[src/rtl/vga_image_display.sv]
// Display-side framebuffer reader: 640x480@60 timing, centred grayscale image, border fill elsewhere.
// Latency: READ_LATENCY+1 cycles from counter value to every pin; pixel_addr/pixel_rd_en are combinational.
// Backpressure: none; free-running, pixel_data must be valid READ_LATENCY cycles after pixel_addr.
module vga_image_display #(
    parameter int         H_VISIBLE    = 640,
    parameter int         H_FP         = 16,
    parameter int         H_SYNC       = 96,
    parameter int         H_BP         = 48,
    parameter int         V_VISIBLE    = 480,
    parameter int         V_FP         = 10,
    parameter int         V_SYNC       = 2,
    parameter int         V_BP         = 33,
    parameter int         IMG_W        = 256,
    parameter int         IMG_H        = 256,
    parameter int         IMG_X0       = 192,
    parameter int         IMG_Y0       = 112,
    parameter int         READ_LATENCY = 1,
    parameter logic [7:0] BORDER       = 8'h00
) (
    input  logic        clk,
    input  logic        reset,
    output logic [15:0] pixel_addr,
    output logic        pixel_rd_en,
    input  logic [31:0] pixel_data,
    output logic [7:0]  vga_r,
    output logic [7:0]  vga_g,
    output logic [7:0]  vga_b,
    output logic        vga_hsync,
    output logic        vga_vsync,
    output logic        vga_blank_n,
    output logic        vga_sync_n,
    output logic        frame_start
);

    localparam int H_TOTAL = H_VISIBLE + H_FP + H_SYNC + H_BP;
    localparam int V_TOTAL = V_VISIBLE + V_FP + V_SYNC + V_BP;
    localparam int HW      = $clog2(H_TOTAL);
    localparam int VW      = $clog2(V_TOTAL);
    localparam int IMG_XB  = $clog2(IMG_W);

    localparam logic [HW-1:0] H_LAST   = HW'(H_TOTAL - 1);
    localparam logic [HW-1:0] H_VIS    = HW'(H_VISIBLE);
    localparam logic [HW-1:0] HS_FIRST = HW'(H_VISIBLE + H_FP);
    localparam logic [HW-1:0] HS_LAST  = HW'(H_VISIBLE + H_FP + H_SYNC - 1);
    localparam logic [HW-1:0] IX_FIRST = HW'(IMG_X0);
    localparam logic [HW-1:0] IX_END   = HW'(IMG_X0 + IMG_W);
    localparam logic [HW-1:0] H_ONE    = HW'(1);

    localparam logic [VW-1:0] V_LAST   = VW'(V_TOTAL - 1);
    localparam logic [VW-1:0] V_VIS    = VW'(V_VISIBLE);
    localparam logic [VW-1:0] VS_FIRST = VW'(V_VISIBLE + V_FP);
    localparam logic [VW-1:0] VS_LAST  = VW'(V_VISIBLE + V_FP + V_SYNC - 1);
    localparam logic [VW-1:0] IY_FIRST = VW'(IMG_Y0);
    localparam logic [VW-1:0] IY_END   = VW'(IMG_Y0 + IMG_H);
    localparam logic [VW-1:0] V_ONE    = VW'(1);

    logic [HW-1:0] hcount;
    logic [VW-1:0] vcount;

    always_ff @(posedge clk) begin
        if (reset) begin
            hcount <= '0;
            vcount <= '0;
        end else if (hcount == H_LAST) begin
            hcount <= '0;
            vcount <= (vcount == V_LAST) ? '0 : vcount + V_ONE;
        end else begin
            hcount <= hcount + H_ONE;
        end
    end

    logic          active;
    logic          hs;
    logic          vs;
    logic          in_img;
    logic          fs;
    logic [HW-1:0] img_col;
    logic [VW-1:0] img_row;
    logic [15:0]   addr_img;

    always_comb begin
        active   = (hcount < H_VIS) && (vcount < V_VIS);
        hs       = (hcount >= HS_FIRST) && (hcount <= HS_LAST);
        vs       = (vcount >= VS_FIRST) && (vcount <= VS_LAST);
        in_img   = (hcount >= IX_FIRST) && (hcount < IX_END) &&
                   (vcount >= IY_FIRST) && (vcount < IY_END);
        fs       = (hcount == '0) && (vcount == '0);
        img_col  = hcount - IX_FIRST;
        img_row  = vcount - IY_FIRST;
        addr_img = (16'(img_row) << IMG_XB) | 16'(img_col);
    end

    // Fetch is suppressed while reset is held so the RAM never sees a stray read.
    assign pixel_rd_en = in_img & ~reset;
    assign pixel_addr  = pixel_rd_en ? addr_img : 16'h0000;

    logic [READ_LATENCY:1] act_d;
    logic [READ_LATENCY:1] hs_d;
    logic [READ_LATENCY:1] vs_d;
    logic [READ_LATENCY:1] img_d;
    logic [READ_LATENCY:1] fs_d;

    always_ff @(posedge clk) begin
        if (reset) begin
            act_d <= '0;
            hs_d  <= '0;
            vs_d  <= '0;
            img_d <= '0;
            fs_d  <= '0;
        end else begin
            act_d[1] <= active;
            hs_d[1]  <= hs;
            vs_d[1]  <= vs;
            img_d[1] <= in_img;
            fs_d[1]  <= fs;
            for (int i = 2; i <= READ_LATENCY; i++) begin
                act_d[i] <= act_d[i-1];
                hs_d[i]  <= hs_d[i-1];
                vs_d[i]  <= vs_d[i-1];
                img_d[i] <= img_d[i-1];
                fs_d[i]  <= fs_d[i-1];
            end
        end
    end

    logic [7:0] pix_q;
    logic       hsync_q;
    logic       vsync_q;
    logic       blank_n_q;
    logic       fs_q;

    // RAM data is only trusted when the matching delayed in_img flag is set.
    always_ff @(posedge clk) begin
        if (reset) begin
            pix_q     <= '0;
            hsync_q   <= 1'b1;
            vsync_q   <= 1'b1;
            blank_n_q <= 1'b0;
            fs_q      <= 1'b0;
        end else begin
            hsync_q   <= ~hs_d[READ_LATENCY];
            vsync_q   <= ~vs_d[READ_LATENCY];
            blank_n_q <= act_d[READ_LATENCY];
            fs_q      <= fs_d[READ_LATENCY];
            if (!act_d[READ_LATENCY]) begin
                pix_q <= '0;
            end else if (img_d[READ_LATENCY]) begin
                pix_q <= pixel_data[7:0];
            end else begin
                pix_q <= BORDER;
            end
        end
    end

    logic data_unused;
    assign data_unused = ^pixel_data[31:8];

    assign vga_r       = pix_q;
    assign vga_g       = pix_q;
    assign vga_b       = pix_q;
    assign vga_hsync   = hsync_q;
    assign vga_vsync   = vsync_q;
    assign vga_blank_n = blank_n_q;
    assign vga_sync_n  = 1'b0;
    assign frame_start = fs_q;

endmodule

[config.mk]
export PLATFORM = sky130hd
export DESIGN_NAME = vga_image_display
export DESIGN_NICKNAME = d
export VERILOG_FILES = /design/src/rtl/vga_image_display.sv
export SDC_FILE = /design/constraint.sdc
export NUM_CORES = 1
export LEC_CHECK = 0
export ABC_AREA = 1
export BUFFER_PORTS_ARGS = -buffer_cell sky130_fd_sc_hd__buf_2
export CAP_MARGIN = 20
export CORE_AREA = 2 2 67 69
export CTS_CLUSTER_SIZE = 14
export DETAILED_ROUTE_END_ITERATION = 10
export DIE_AREA = 0 0 69 71
export PLACE_DENSITY = 0.8
export SYNTH_ARGS = -nofsm -noshare
export SYNTH_HDL_FRONTEND = slang
export SYNTH_SLANG_ARGS = --single-unit
export TNS_END_PERCENT = 10
[constraint.sdc]
create_clock -name clk -period 2.95 [get_ports clk]
set_clock_uncertainty 0.05 [all_clocks]
set_input_delay 0.295 -clock clk [delete_from_list [all_inputs] [get_ports clk]]
set_output_delay 0.295 -clock clk [all_outputs]
set_load 0.01 [all_outputs]
==> key figures <==
Yosys
  – #FFs+latches synth: 37
  – Synth area leader: dfxtp_1
  – Top cells by area, synth: dfxtp_1 (36%), nand2_1 (11%), nor2_1 (8.7%)
  – Register area share after synthesis: 35.84%
  – Avg Synthesized Cell Area: 6.844 sq um
  – Netlist cell types: 26
  – Synth top area share: 35.84%
  – Synthesized Nets: 346
  – Netlist area before placement: 0.002067 sq mm
  – Synthesized netlist cell count: 302
  – Syn. warnings: 0

Critical path
  – Required time of the critical path: 2.61 ns
  – Worst R2R Start: hcount[6]$_SDFF_PP0_
  – Crit path max fanout: 18
  – CP endpoint kind: output pin
  – Cells on worst reg2reg path: 9
  – Crit path launch type: register
  – R2R Path End: vcount[4]$_SDFFE_PP0P_
  – Setup CP Type: register to output pin
  – Reg2reg setup slack: 1.23 ns
  – CP arrival: 2.00 ns

CTS
  – Clk Latency, worst-skew pair: 0.30 ns
  – Clock Path Buffers: 2
  – Post-CTS Setup Bufs: 0
  – CTS root buffer: clkbuf_8
  – Hold buffers post-CTS: 0
  – # H-tree levels: 2
  – Clk sink count: 37
  – CTS tree: built
  – # resized after CTS: 0
  – Clk slew on worst S/H paths: 0.07 ns
  – Cts bufs inserted: 5

STA
  – Hold_ws: 0.1523 ns
  – Minimum clock period: 2.346 ns
  – RSZ-0062 raised after global routing: false
  – Fin Setup TNS: 0 ns
  – Fmax: 426.2 MHz
  – Final hold violation count: 0
  – Period utilization: 79.54%
  – Final setup vio count: 0
  – Slew Limit Fails: 0

Run status
  – Status: finished clean

GRT
  – Antenna violations before repair: 0
  – Met1 Use GR: 20.87%
  – Largest net degree at the start of global routing: 19
  – Remaining Overflow, GRT: 0
  – Vias in the first global route: 1618
  – Met3 global-route usage: 5.271%
  – GRT Total Usage: 17.73%
  – Most used routing layer: met2
  – Met2 GRT Util: 30.56%
  – First-pass GRT wire length: 7031 um

Detailed routing
  – Drt first pass iters: 5
  – Starting DRT DRC Count: 103
  – Via Count: 1881
  – Routed wire per std cell: 10.65 um
  – Drt drc: 0
  – Antenna viol nets, final: 0
  – Via density: 4.762
  – Drt total wl: 4205 um

Pwr
  – P_leak: 0.001242 uW
  – Peak VDD IR: 226.0 uV
  – Clk pwr share: 48.9%
  – Combinational power share: 3.6%
  – Power density over cell area: 451.7 mW/mm^2
  – Sw frac: 20.32%
  – P_int: 856.4 uW
  – Sequential Power Share: 47.5%
  – Psw: 218.4 uW

Finish
  – Synth-to-layout area growth: 15.13%
  – Nets: 386
  – Most frequent cells in the layout: nand2_1 (59), buf_2 (54), nor2_1 (48)
  – Layout cells sized above 1: 24.49%
  – Most common cell after layout, fill and taps aside: nand2_1
  – Antenna Cells: 0
  – Multi-input logic area: 979.7 sq um
  – Register cell area after layout: 740.7 sq um
  – Fill count: 428

Floorplanning
  – Num ports: 80
  – Die area: 0.004899 sq mm
  – Core area: 0.004204 sq mm
  – Chip Height: 71 um
  – Row Count: 24
  – Die width: 69 um
  – Initial Utilization: 49.17%

Placed design
  – Post-DP HPWL: 3216 um
  – RePlAce Congestion: 0.9219
  – IO Port Bufs: 54

Worst hold path
  – Hold Crit Class: input pin to register
  – Hold endpoint: vga_b[7]$_SDFF_PP0_
  – Min-delay src: pixel_data[7]
  – Hold path depth: 3

Run
  – Max cap viols: 0
## kinds of logic (layout without fill, tap and decap cells)
logic type	after synthesis	in the layout	share of synthesized area (%)
other cells	1	1	0.1814
flops	37	37	35.84
simple gates	160	160	34.87
compound gates	19	19	4.600
fa+ha+maj	10	10	6.053
buf+inv	71	112	16.77
xor+xnor	4	4	1.695
## power groups by stage
stage                     Clock, uW  Sequential (uW)  Combinational [uW]
after floorplan                   0              522                25.5
final                           526              510                38.5
after global routing            549              511                44.9
after CTS                       531              510                39.1
after detailed placement          0              522                38.7
after global placement            0              522                37.7
## how the worst max path moves through the flow
stage	from	endpoint	slack, ns
after floorplan	vcount[5]$_SDFFE_PP0P_	pixel_addr[0]	1.39
final	vcount[5]$_SDFFE_PP0P_	pixel_addr[14]	0.60
after CTS	vcount[5]$_SDFFE_PP0P_	pixel_addr[14]	0.58
after detailed placement	vcount[5]$_SDFFE_PP0P_	pixel_addr[14]	0.91
after global placement	vcount[5]$_SDFFE_PP0P_	pixel_addr[14]	0.93
after global routing	vcount[4]$_SDFFE_PP0P_	pixel_addr[14]	0.43
## flip-flops by register name (all words and copies together), names as in the netlist
register,cells
fs_d,1
vga_hsync,1
hs_d,1
vs_d,1
hcount,10
vga_b,8
frame_start,1
act_d,1
vga_blank_n,1
vga_vsync,1
vcount,10
img_d,1
## layout make-up
class / instances / share of cell area (%)
Inverter: 50 / 7.992
Clock buffer: 5 / 2.892
Timing Repair Buffer: 54 / 11.36
Clock inverter: 3 / 2.734
Tap cell: 52 / 2.734
Multi-Input combinational cell: 194 / 41.17
Sequential cell: 37 / 31.13
## per-stage QoR
step | setup WS, ns | instance area (sq um) | power [uW] | utilization, % | instances
after global placement | 0.9272 | 2246 | 559.7 | 53.42 | 387
after floorplan | 1.388 | 2067 | 547.4 | - | 302
after detailed placement | 0.9098 | 2246 | 560.9 | 53.42 | 387
final | 0.6036 | 2380 | 1075 | 56.61 | 395
after global routing | 0.4344 | 2380 | 1105 | 56.61 | 395
after CTS | 0.5767 | 2380 | 1081 | 56.61 | 395
## metal layers
metal  routed length (um)  part of all wire [%]
met3                  346                   8.2
met1                 1867                    44
met4                   80                   1.9
met5                    0                     0
met2                 1910                    45
## Yosys cell counts
master and count:
nor2_2 11, buf_4 18, nor2_4 2, buf_6 1, nor3b_2 1, xnor2_1 1, nor3_1 7, nor2_1 48
o21ai_1 3, inv_4 1, xor2_1 3, o21ai_0 8, nand2_1 59, conb_1 1, inv_1 46, buf_2 2
clkinv_1 1, inv_2 2, a21oi_1 8, nand2_2 4, nand4_1 6, dfxtp_1 37, nor4_1 1, nand2_4 1
nand3_1 20, ha_1 10
## critical path, stage by stage (launching register included)
cell     delay, ns
dfxtp_1       0.44
ha_1          0.24
nand2_1       0.10
inv_1         0.09
nand2_1       0.05
nand3_1       0.07
nand2_2       0.27
nor3_1        0.27
buf_2         0.17
Note: power is estimated with default switching activity, not from simulation.
